File: src/rtl/cw310_reg_master_if.sv
// cw310_reg_master_if: command/response byte streams plus the register-bus signals of cw310_reg_master.
interface cw310_reg_master_if #(
    parameter int pADDR_WIDTH   = 21,
    parameter int pBYTECNT_SIZE = 7
);
    logic [7:0]                           cmd_data;
    logic                                 cmd_valid;
    logic                                 cmd_ready;
    logic [7:0]                           rsp_data;
    logic                                 rsp_valid;
    logic                                 rsp_ready;
    logic [pADDR_WIDTH-pBYTECNT_SIZE-1:0] reg_address;
    logic [pBYTECNT_SIZE-1:0]             reg_bytecnt;
    logic [7:0]                           write_data;
    logic [7:0]                           read_data;
    logic                                 reg_read;
    logic                                 reg_write;
    logic                                 reg_addrvalid;
    modport master (
        input  cmd_data, cmd_valid, rsp_ready, read_data,
        output cmd_ready, rsp_data, rsp_valid, reg_address, reg_bytecnt,
               write_data, reg_read, reg_write, reg_addrvalid
    );
    modport slave (
        output cmd_data, cmd_valid, rsp_ready, read_data,
        input  cmd_ready, rsp_data, rsp_valid, reg_address, reg_bytecnt,
               write_data, reg_read, reg_write, reg_addrvalid
    );
endinterface

File: src/rtl/cw310_reg_master.sv
// cw310_reg_master: turns a byte-serial command stream into cw310 register-bus read/write cycles.
module cw310_reg_master #(
    parameter int         pADDR_WIDTH   = 21,
    parameter int         pBYTECNT_SIZE = 7,
    parameter int         pTIMEOUT      = 1024,
    parameter logic [7:0] pWR_ACK       = 8'hAC
) (
    input  logic               usb_clk,
    input  logic               reset_i,
    cw310_reg_master_if.master bus,
    output logic               O_busy,
    output logic               O_timeout
);
    localparam int AW = pADDR_WIDTH - pBYTECNT_SIZE;
    localparam int TW = $clog2(pTIMEOUT + 2);
    typedef enum logic [3:0] {IDLE, ADDR0, ADDR1, LEN, WR_DATA, WR_ACK, RD_REQ, RD_CAP, RD_SEND} state_t;
    state_t                   r_state, w_next;
    logic                     r_rd, r_wr, r_to;
    logic [7:0]               r_alo, r_len, r_idx, r_wdata, r_rsp;
    logic [AW-1:0]            r_addr;
    logic [pBYTECNT_SIZE-1:0] r_bc;
    logic [TW-1:0]            r_tcnt;
    logic                     w_acc, w_hs, w_cnt, w_to, w_last, w_rd_st;
    assign w_acc   = bus.cmd_valid & bus.cmd_ready;
    assign w_hs    = bus.rsp_valid & bus.rsp_ready;
    assign w_cnt   = r_state inside {ADDR0, ADDR1, LEN, WR_DATA};
    assign w_rd_st = r_state inside {RD_REQ, RD_CAP, RD_SEND};
    assign w_to    = (pTIMEOUT != 0) && w_cnt && !w_acc && (r_tcnt == TW'(pTIMEOUT - 1));
    assign w_last  = (r_idx + 8'd1) == r_len;
    // ready is gated by reset so every output reads 0 while reset is held
    assign bus.cmd_ready     = !reset_i && (w_cnt || r_state == IDLE);
    assign bus.rsp_valid     = r_state inside {WR_ACK, RD_SEND};
    assign bus.rsp_data      = (r_state == WR_ACK) ? pWR_ACK : r_rsp;
    assign bus.reg_read      = r_state inside {RD_REQ, RD_CAP};
    assign bus.reg_write     = r_wr;
    assign bus.write_data    = r_wdata;
    assign bus.reg_address   = r_addr;
    assign bus.reg_bytecnt   = w_rd_st ? r_idx[pBYTECNT_SIZE-1:0] : r_bc;
    assign bus.reg_addrvalid = w_rd_st || r_state == WR_DATA || (r_state == WR_ACK && r_wr);
    assign O_busy            = r_state != IDLE;
    assign O_timeout         = r_to;
    always_ff @(posedge usb_clk or posedge reset_i)
        if (reset_i) r_state <= IDLE;
        else         r_state <= w_next;
    always_comb begin
        w_next = r_state;
        case (r_state)
            IDLE:    if (w_acc) w_next = ADDR0;
            ADDR0:   if (w_acc) w_next = ADDR1;
            ADDR1:   if (w_acc) w_next = LEN;
            LEN:     if (w_acc) w_next = (bus.cmd_data == 8'd0) ? (r_rd ? IDLE : WR_ACK) : (r_rd ? RD_REQ : WR_DATA);
            WR_DATA: if (w_acc && w_last) w_next = WR_ACK;
            WR_ACK:  if (w_hs) w_next = IDLE;
            RD_REQ:  w_next = RD_CAP;
            RD_CAP:  w_next = RD_SEND;
            RD_SEND: if (w_hs) w_next = w_last ? IDLE : RD_REQ;
            default: w_next = IDLE;
        endcase
        if (w_to) w_next = IDLE;
    end
    always_ff @(posedge usb_clk or posedge reset_i)
        if (reset_i) begin
            r_rd    <= 1'b0;
            r_wr    <= 1'b0;
            r_to    <= 1'b0;
            r_alo   <= '0;
            r_len   <= '0;
            r_idx   <= '0;
            r_wdata <= '0;
            r_rsp   <= '0;
            r_addr  <= '0;
            r_bc    <= '0;
            r_tcnt  <= '0;
        end else begin
            r_wr   <= (r_state == WR_DATA) && w_acc;
            r_to   <= w_to;
            r_tcnt <= (w_acc || !w_cnt || pTIMEOUT == 0) ? '0 : r_tcnt + TW'(1);
            if (w_acc && r_state == IDLE) r_rd <= bus.cmd_data[7];
            if (w_acc && r_state == ADDR0) r_alo <= bus.cmd_data;
            if (w_acc && r_state == ADDR1) r_addr <= AW'({bus.cmd_data, r_alo});
            if (w_acc && r_state == LEN) begin
                r_len <= bus.cmd_data;
                r_idx <= '0;
            end
            if (w_acc && r_state == WR_DATA) begin
                r_wdata <= bus.cmd_data;
                r_bc    <= r_idx[pBYTECNT_SIZE-1:0];
                r_idx   <= r_idx + 8'd1;
            end
            if (r_state == RD_CAP) r_rsp <= bus.read_data;
            if (r_state == RD_SEND && w_hs) r_idx <= r_idx + 8'd1;
        end
endmodule

File: src/flat_wrapper.sv
// flat-port wrapper written by rule: the top's interface ports become plain ports
module cw310_reg_master_flat 
#(
    parameter int         pADDR_WIDTH   = 21,
    parameter int         pBYTECNT_SIZE = 7,
    parameter int         pTIMEOUT      = 1024,
    parameter logic [7:0] pWR_ACK       = 8'hAC
)
  (usb_clk, reset_i, O_busy, O_timeout, bus_cmd_data, bus_cmd_valid, bus_rsp_ready, bus_read_data, bus_cmd_ready, bus_rsp_data, bus_rsp_valid, bus_reg_address, bus_reg_bytecnt, bus_write_data, bus_reg_read, bus_reg_write, bus_reg_addrvalid);
  cw310_reg_master_if #(.pADDR_WIDTH(pADDR_WIDTH), .pBYTECNT_SIZE(pBYTECNT_SIZE)) bus_i ();
  input  logic usb_clk;
  input  logic reset_i;
  output logic O_busy;
  output logic O_timeout;
  input wire logic [$bits(bus_i.cmd_data)-1:0] bus_cmd_data;
  input wire logic [$bits(bus_i.cmd_valid)-1:0] bus_cmd_valid;
  input wire logic [$bits(bus_i.rsp_ready)-1:0] bus_rsp_ready;
  input wire logic [$bits(bus_i.read_data)-1:0] bus_read_data;
  output wire logic [$bits(bus_i.cmd_ready)-1:0] bus_cmd_ready;
  output wire logic [$bits(bus_i.rsp_data)-1:0] bus_rsp_data;
  output wire logic [$bits(bus_i.rsp_valid)-1:0] bus_rsp_valid;
  output wire logic [$bits(bus_i.reg_address)-1:0] bus_reg_address;
  output wire logic [$bits(bus_i.reg_bytecnt)-1:0] bus_reg_bytecnt;
  output wire logic [$bits(bus_i.write_data)-1:0] bus_write_data;
  output wire logic [$bits(bus_i.reg_read)-1:0] bus_reg_read;
  output wire logic [$bits(bus_i.reg_write)-1:0] bus_reg_write;
  output wire logic [$bits(bus_i.reg_addrvalid)-1:0] bus_reg_addrvalid;
  assign bus_i.cmd_data = bus_cmd_data;
  assign bus_i.cmd_valid = bus_cmd_valid;
  assign bus_i.rsp_ready = bus_rsp_ready;
  assign bus_i.read_data = bus_read_data;
  assign bus_cmd_ready = bus_i.cmd_ready;
  assign bus_rsp_data = bus_i.rsp_data;
  assign bus_rsp_valid = bus_i.rsp_valid;
  assign bus_reg_address = bus_i.reg_address;
  assign bus_reg_bytecnt = bus_i.reg_bytecnt;
  assign bus_write_data = bus_i.write_data;
  assign bus_reg_read = bus_i.reg_read;
  assign bus_reg_write = bus_i.reg_write;
  assign bus_reg_addrvalid = bus_i.reg_addrvalid;
  cw310_reg_master #(.pADDR_WIDTH(pADDR_WIDTH), .pBYTECNT_SIZE(pBYTECNT_SIZE), .pTIMEOUT(pTIMEOUT), .pWR_ACK(pWR_ACK)) u_core (.usb_clk(usb_clk), .reset_i(reset_i), .bus(bus_i), .O_busy(O_busy), .O_timeout(O_timeout));
endmodule
File: config.mk
export PLATFORM = sky130hd
export DESIGN_NAME = cw310_reg_master_flat
export DESIGN_NICKNAME = d
export VERILOG_FILES = /design/src/rtl/cw310_reg_master_if.sv /design/src/rtl/cw310_reg_master.sv /design/src/flat_wrapper.sv
export SDC_FILE = /design/constraint.sdc
export NUM_CORES = 1
export LEC_CHECK = 0
export BUFFER_PORTS_ARGS = -buffer_cell sky130_fd_sc_hd__buf_2
export CORE_AREA = 2 2 94 96
export DETAILED_ROUTE_END_ITERATION = 10
export DIE_AREA = 0 0 96 98
export PLACE_DENSITY = 0.78
export SYNTH_ARGS = -nofsm -noshare
export SYNTH_HDL_FRONTEND = slang
export SYNTH_SLANG_ARGS = --single-unit
File: constraint.sdc
create_clock -name usb_clk -period 2.94 [get_ports usb_clk]
set_clock_uncertainty 0.15 [all_clocks]
set_input_delay 0.294 -clock usb_clk [delete_from_list [all_inputs] [get_ports usb_clk]]
set_output_delay 0.294 -clock usb_clk [all_outputs]
set_load 0.005 [all_outputs]
==> results.txt, run 1 <==
----------------------------------------------------
[Synth]
  Commonest register cell after synthesis ... sky130_fd_sc_hd__dfrtp_1
  Unique cell type count in the Yosys netlist ... 51
  Syn Nets ... 379
  Top-area cell type share of the netlist area ... 0.5072
  Synth Instances ... 357
  Dominant cell type by area after synthesis ... sky130_fd_sc_hd__dfrtp_1
  Portion of the post-synthesis area used by sequential elements ... 0.5072
  EDFF count, synth ... 0
  Synthesis Warnings ... 0
  Flop and latch count out of synthesis ... 79
  Average cell area after synthesis ... between 10 and 15 um2
  Cell area after synthesis ... 0.003897 mm2
  Async set-reset flop share out of synthesis ... 1.000
  Leading cell types by total area after synthesis ... sky130_fd_sc_hd__dfrtp_1 51%, sky130_fd_sc_hd__mux2_2 15%, sky130_fd_sc_hd__nand2_1 4.1%, sky130_fd_sc_hd__xor2_1 2.2%, sky130_fd_sc_hd__nand3_1 1.9%

[Flow run]
  Max cap viols ... 0

[Placement]
  Standard cell area after detailed placement ... 0.004290 mm2
  RePlAce Congestion ... ~0.85
  Post-placement setup slack ... 0.5235 ns
  Count of input and output buffers ... 63
  HPWL reported at the end of detailed placement ... 5.412 mm
  Number of placed cells counting well taps ... 513

[Setup path]
  Slowest cell delay on critical path ... 0.56 ns
  Launching element type of the critical path ... register
  Type of the worst setup path ... reg2out
  Arrival time at the worst endpoint ... ~2.3 ns
  Kind of cell adding the most delay to the critical path ... simple AND/OR/NAND/NOR gates
  Slack of the worst reg-to-reg path ... 0.73 ns
  Crit path buffers/inverters ... 1
  Crit path max fanout ... 17
  Critical path, cell by cell ... nor2_2 -> nand2_1 -> nand2b_1 -> mux2_2 -> buf_2
  CP endpoint kind ... output pin
  Slowest cell on crit path ... sky130_fd_sc_hd__dfrtp_1
  Worst endpoint required time ... 2.50 ns

[Pwr]
  Worst voltage drop across the vdd grid ... 494.2 uV
  Power per cell area ... about 900 mW/mm2
  Total power ... 4.059 mW
  Total leakage power ... 2.186 nW

[Clocking]
  TritonCTS sink count ... 79
  Clk Tree Root Cell ... sky130_fd_sc_hd__clkbuf_8
  Post-CTS setup repair buffer count ... 0
  TritonCTS clock tree ... done
  TritonCTS buffer count ... 9
  Clk Latency, worst-skew pair ... 0.36 ns
  Number of H-tree levels ... 3
  Number of buffers between clock root and the deepest sink ... 2
  Clock-pin slew on the worst setup and hold paths ... 0.09 ns

[Detailed routing]
  Via Count ... about 2800
  Number of routed nets with antenna violations ... 0
  Number of vias per cell ... 5.318
  DRC violation count after routing ... 0
  Per-cell routed wire length ... 14.44 um
  Total routed wirelength ... 7.682 mm
  Number of DRC markers in iteration 0 ... 136
  First drt pass iteration count ... 4

[Final layout]
  Area added between synthesis and finish ... 16.28%
  Total non-filler cell area in the finished layout ... 0.004532 mm2
  Filler Cell Count ... 732
  Non-filler instance count after layout ... 532
  Share of final-layout standard cells stronger than drive strength 1 ... 0.3491
  Core utilization of the finished layout ... 0.5353
  Number of nets at the end of the flow ... roughly 440
  Antenna diode count ... 0

[Floorplanning]
  Area of the die ... 0.009408 mm2
  Core area ... 0.008466 mm2
  Die span in x ... 96 um
  Row cnt ... 34
  Top-level port count ... 64
  Overall die height ... 98 um
  Starting utilization of the core area ... 0.4604

[Global route]
  Total track usage ... 0.1776
  Initial antenna violation count ... 0
  Wire length of the first global-routing pass ... 13.08 mm
  Largest net degree at the start of global routing ... 80
  Number of global-route vias before repair ... 2690
  GR Overflow Total ... 0

[STA]
  Unrepaired setup endpoints after global routing ... no
  Final count of negative-setup-slack endpoints ... 0
  Final cycle utilization of the critical path ... 0.9231
  Slew @ Worst Pin ... about 0.95 ns
  Achievable Freq ... 368.5 MHz
  Final critical-path required period ... 2.714 ns
  Setup TNS ... 0 ns
  Post-route setup slack ... 0.2260 ns
  Fin. Hold Viols ... 0
  Relative slew slack ... 0.3634
  Max-slew violation count ... 0
  Post-route worst hold slack ... 0.007470 ns

[Run status]
  Outcome ... finished, final reports clean

[Worst hold path]
  Class of the most critical hold timing path ... in2reg

----------------------------------------------------
repair_timing:
| action | CTS | global route |
|---|---|---|
| endpoints found under the setup margin | 0 | 7 |
| hold endpoints to repair | 3 | 0 |
| hold buffers | 3 | 0 |
| gates resized for setup | 0 | 1 |
cell type report:
type	count	area, um2	share of cell area
flip-flops and latches	79	1978	0.4365
multi-input cells	249	1795	0.3962
repair buffers	70	375.4	0.08283
well taps	108	135.1	0.02982
clock buffers	9	123.9	0.02733
clock inverters	7	86.33	0.01905
inverters	10	37.54	0.008283
placed cells by master (no fill, tap or decap), types with 7 or more instances in the layout:
cell / n
sky130_fd_sc_hd__nor2_1: 18
sky130_fd_sc_hd__nand3_1: 15
sky130_fd_sc_hd__inv_1: 9
sky130_fd_sc_hd__clkbuf_8: 9
sky130_fd_sc_hd__xnor2_1: 7
sky130_fd_sc_hd__a21oi_1: 8
sky130_fd_sc_hd__nor2b_1: 11
sky130_fd_sc_hd__xor2_1: 10
sky130_fd_sc_hd__o21ai_0: 15
sky130_fd_sc_hd__buf_2: 63
sky130_fd_sc_hd__dfrtp_1: 78
sky130_fd_sc_hd__mux2_2: 52
sky130_fd_sc_hd__nand2_1: 43
sequential cells by signal (all words and copies together) (netlist names):
name,cells
u_core.bus.reg_address,14
u_core.r_tcnt,11
u_core.bus.write_data,8
u_core.r_alo,8
u_core.r_idx,8
u_core.r_len,8
u_core.r_rsp,8
u_core.r_bc,7
u_core.r_state,4
u_core.O_timeout,1
u_core.bus.reg_write,1
u_core.r_rd,1
routing by layer:
layer,track usage,wire length [um],vias up
met1,0.2505,3612,1386
met3,0.04398,380,13
met2,0.2644,3559,55
met5,0,0,-
met4,0.06593,130,0
li1,-,-,1375
cell families after synthesis:
family | after synthesis | synth area share
flip-flops | 79 | 0.5072
AND/OR/NAND/NOR | 133 | 0.1862
XOR/XNOR | 18 | 0.04398
multiplexers | 56 | 0.1608
adder cells (fa/ha/maj) | 2 | 0.006420
buffers and inverters | 29 | 0.03210
AO/OA/AOI/OAI | 40 | 0.06325
report_power, final:
part	total (mW)	internal, mW	switching, mW	leakage [nW]
Combinational	1.41	0.786	0.629	1.07
Clock	0.850	0.411	0.439	0.104
Sequential	1.79	1.48	0.318	1.02
final timing paths:
check	from	end	depth (start not counted)
min	bus_read_data[5]	u_core.r_rsp[5]	2
max reg2reg	u_core.r_idx[0]	u_core.r_state[1]	7
max in group asynchronous	reset_i	u_core.r_state[2]	3
max	u_core.r_state[0]	bus_reg_bytecnt[5]	5
min reg2reg	u_core.r_bc[3]	u_core.r_bc[3]	2
min in group asynchronous	reset_i	u_core.r_rsp[6]	3
cell usage after synthesis, types with 2 or more instances:
library cell,number
sky130_fd_sc_hd__mux2_2,52
sky130_fd_sc_hd__nor4bb_1,2
sky130_fd_sc_hd__nand2_1,43
sky130_fd_sc_hd__and3b_1,3
sky130_fd_sc_hd__nor2b_1,11
sky130_fd_sc_hd__a21oi_1,8
sky130_fd_sc_hd__nand3_2,2
sky130_fd_sc_hd__nor3b_1,3
sky130_fd_sc_hd__and2_1,2
sky130_fd_sc_hd__nor2_1,18
sky130_fd_sc_hd__nand3_1,15
sky130_fd_sc_hd__nand2b_1,5
sky130_fd_sc_hd__nor4_1,2
sky130_fd_sc_hd__xor2_1,10
sky130_fd_sc_hd__a31oi_1,4
sky130_fd_sc_hd__or3_1,4
sky130_fd_sc_hd__clkbuf_1,6
sky130_fd_sc_hd__or2_2,4
sky130_fd_sc_hd__buf_2,12
sky130_fd_sc_hd__o31ai_1,2
sky130_fd_sc_hd__ha_1,2
sky130_fd_sc_hd__and3_1,5
sky130_fd_sc_hd__xnor2_1,7
sky130_fd_sc_hd__mux2i_1,3
sky130_fd_sc_hd__inv_1,10
sky130_fd_sc_hd__dfrtp_1,79
sky130_fd_sc_hd__o21ai_0,15
sky130_fd_sc_hd__and4_1,3
sky130_fd_sc_hd__nand4_1,3
Power figures use the tool's default switching activity.
==> run 2: changes to the inputs <==
Settings changed: PLACE_DENSITY 0.78 to 0.68.
==> run 2 against run 1 <==
- power grew 0.53%
- first-iteration DRC count down 24%
- critical path depth did not move
- clock power down 0.9%
- die area unchanged
- sequential share of layout area is 0.15 points lower
==> results.txt, run 2 (synthesis gave the netlist of run 1 again) <==
----------------------------------------------------
[Setup path]
  Cell depth of the worst flop-to-flop path ... 7 (unchanged)
  Slowest cell delay on critical path ... 0.58 ns (+0.02 ns)
  Launching element type of the critical path ... register
  Worst endpoint required time ... 2.50 ns (about the same)
  Slowest cell on crit path ... sky130_fd_sc_hd__dfrtp_1
  Crit path max fanout ... 16 (-1)
  Critical path, cell by cell ... nor2_2 -> nand2_1 -> nand2b_1 -> mux2_2 -> buf_2
  Critical R2R Capture ... u_core.r_state[0]
  Kind of cell adding the most delay to the critical path ... simple AND/OR/NAND/NOR gates
  Type of the worst setup path ... reg2out
  CP endpoint kind ... output pin
  Slack of the worst reg-to-reg path ... 0.72 ns (about the same)
  Crit Reg-Reg Startpoint ... u_core.r_idx[0]
  Crit path buffers/inverters ... 1 (unchanged)
  Arrival time at the worst endpoint ... 2.23 ns (-0.04 ns)

[Floorplanning]
  Overall die height ... 98 um (unchanged)
  Core area ... 0.008466 mm2 (unchanged)
  Area of the die ... 0.009408 mm2 (unchanged)
  Starting utilization of the core area ... 0.4604 (unchanged)
  Row cnt ... 34 (unchanged)
  Die span in x ... 96 um (unchanged)
  Top-level port count ... 64 (unchanged)

[Detailed routing]
  Number of routed nets with antenna violations ... 0 (unchanged)
  First drt pass iteration count ... 4 (unchanged)
  Number of DRC markers in iteration 0 ... 104 (-24%)
  DRC violation count after routing ... 0 (unchanged)
  Total routed wirelength ... 8.160 mm (+6.2%)
  Per-cell routed wire length ... 15.28 um (+5.8%)
  Via Count ... 2870 (+1.4%)
  Number of vias per cell ... 5.375 (+1.1%)

[Global route]
  Initial antenna violation count ... 0 (unchanged)
  GR Overflow Total ... 0 (unchanged)
  Number of global-route vias before repair ... 2817 (+4.7%)
  Wire length of the first global-routing pass ... 13.55 mm (+3.6%)
  Total track usage ... 0.1887 (+0.01116)
  Largest net degree at the start of global routing ... 49 (-39%)

[Clocking]
  Clk Tree Root Cell ... sky130_fd_sc_hd__clkbuf_8
  Clk Latency, worst-skew pair ... 0.37 ns (about the same)
  Clock-pin slew on the worst setup and hold paths ... 0.09 ns (about the same)
  Number of H-tree levels ... 3 (unchanged)
  TritonCTS buffer count ... 9 (unchanged)
  Number of buffers between clock root and the deepest sink ... 2 (unchanged)
  Resized Gates After CTS ... 0 (unchanged)
  TritonCTS clock tree ... done
  TritonCTS sink count ... 79 (unchanged)

[Final layout]
  Share of final-layout standard cells stronger than drive strength 1 ... 0.3498 (+0.0007087)
  Area occupied by multi-input gates ... 0.001795 mm2 (unchanged)
  Max FFs per register ... 14 (unchanged)
  Area added between synthesis and finish ... 16.60%
  Most common cell after layout, fill and taps aside ... sky130_fd_sc_hd__dfrtp_1
  Number of nets at the end of the flow ... 443 (+0.45%)
  Antenna diode count ... 0 (unchanged)
  Filler Cell Count ... 771 (+5.3%)
  Area of all sequential standard cells ... 0.001977 mm2 (about the same)
  Leading cell types in the layout, fill and taps excluded ... 79 x sky130_fd_sc_hd__dfrtp_1, 63 x sky130_fd_sc_hd__buf_2, 52 x sky130_fd_sc_hd__mux2_2, 43 x sky130_fd_sc_hd__nand2_1, 18 x sky130_fd_sc_hd__nor2_1

[STA]
  Final count of negative-setup-slack endpoints ... 0 (unchanged)
  Slew @ Worst Pin ... 0.6297 ns (-0.3251 ns)
  Achievable Freq ... 373.4 MHz (+1.3%)
  Final cycle utilization of the critical path ... 0.9110 (-0.01216)
  Max-slew violation count ... 0 (unchanged)
  Unrepaired setup endpoints after global routing ... no
  Post-route worst hold slack ... 0.01011 ns (+0.002635 ns)
  Relative slew slack ... 0.5789 (+0.2155)
  Fin. Hold Viols ... 0 (unchanged)
  Setup TNS ... 0 ns (unchanged)
  Final critical-path required period ... 2.678 ns (-0.03576 ns)

[Worst hold path]
  Worst hold path endpoint ... u_core.r_rsp[1]
  Number of cells on the worst hold path ... 2 (unchanged)
  Startpoint of the most critical hold path ... bus_read_data[1]
  Class of the most critical hold timing path ... in2reg

[Placement]
  RePlAce Congestion ... 0.8178 (-3.7%)
  HPWL reported at the end of detailed placement ... 5.691 mm (+5.2%)
  Count of input and output buffers ... 63 (unchanged)

[Pwr]
  Power per cell area ... 898.0 mW/mm2 (+0.25%)
  Worst voltage drop across the vdd grid ... 415.4 uV (-16%)
  Total leakage power ... 2.199 nW (+0.61%)
  Total power ... 4.081 mW (+0.53%)

[Flow run]
  Max cap viols ... 0 (unchanged)

[Run status]
  Outcome ... finished, final reports clean

----------------------------------------------------
[run 2: cell count changes in the layout (fill, tap and decap cells not counted), moves of 2 or more]
| cell | delta |
|---|---|
| sky130_fd_sc_hd__inv_6 | -2 |
| sky130_fd_sc_hd__clkinv_2 | +2 |
| sky130_fd_sc_hd__inv_8 | -2 |
| sky130_fd_sc_hd__buf_4 | +2 |
| sky130_fd_sc_hd__clkinv_4 | +3 |
[run 2: cell type report]
cell class,instances,share of cell area
clock buffers,10,0.03029
clock inverters,6,0.01542
inverters,10,0.008535
multi-input cells,249,0.3951
flip-flops and latches,79,0.4350
well taps,108,0.02974
repair buffers,72,0.08590
[run 2: worst max-delay path by stage]
| stage | start | endpoint | cells past startpoint |
|---|---|---|---|
| after floorplan | reset_i | bus_cmd_ready | 2 |
| after global placement | u_core.r_state[3] | bus_reg_bytecnt[0] | 6 |
| after detailed placement | u_core.r_state[0] | bus_reg_bytecnt[6] | 5 |
| after CTS | u_core.r_state[1] | bus_reg_bytecnt[6] | 5 |
| after global routing | u_core.r_state[1] | bus_reg_bytecnt[3] | 5 |
| final | u_core.r_state[1] | bus_reg_bytecnt[6] | 5 |
[run 2: per-stage QoR]
step / setup slack (ns) / instance area [um2] / cells / utilization
2_1_floorplan: 0.1873 / 3897 / 357 / -
3_5_place_dp: 0.6634 / 4307 / 515 / 0.5087
4_1_cts: 0.2506 / 4544 / 534 / 0.5368
6_report: 0.2618 / 4544 / 534 / 0.5368
3_3_place_gp: 0.7315 / 4307 / 515 / 0.5087
5_1_grt: 0.1254 / 4544 / 534 / 0.5368
[run 2: report_power, final]
group | switching, mW | internal, mW
clock | 0.422 | 0.419
sequential | 0.294 | 1.48
combinational | 0.673 | 0.795
total | 1.39 | 2.69
[run 2: per-layer routing]
layer  vias to the layer above  global-route usage  part of all wire
met3                        17             0.04321             0.045
met5                         -                   0                 0
met1                      1411              0.2605              0.46
met2                        72              0.2788              0.46
met4                         0             0.09231             0.026
li1                       1370                   -                 -
[run 2: what timing repair did]
action                    4_1_cts  5_1_grt
hold buffers                    3        0
buffers inserted                0        0
hold endpoints to repair        9        0
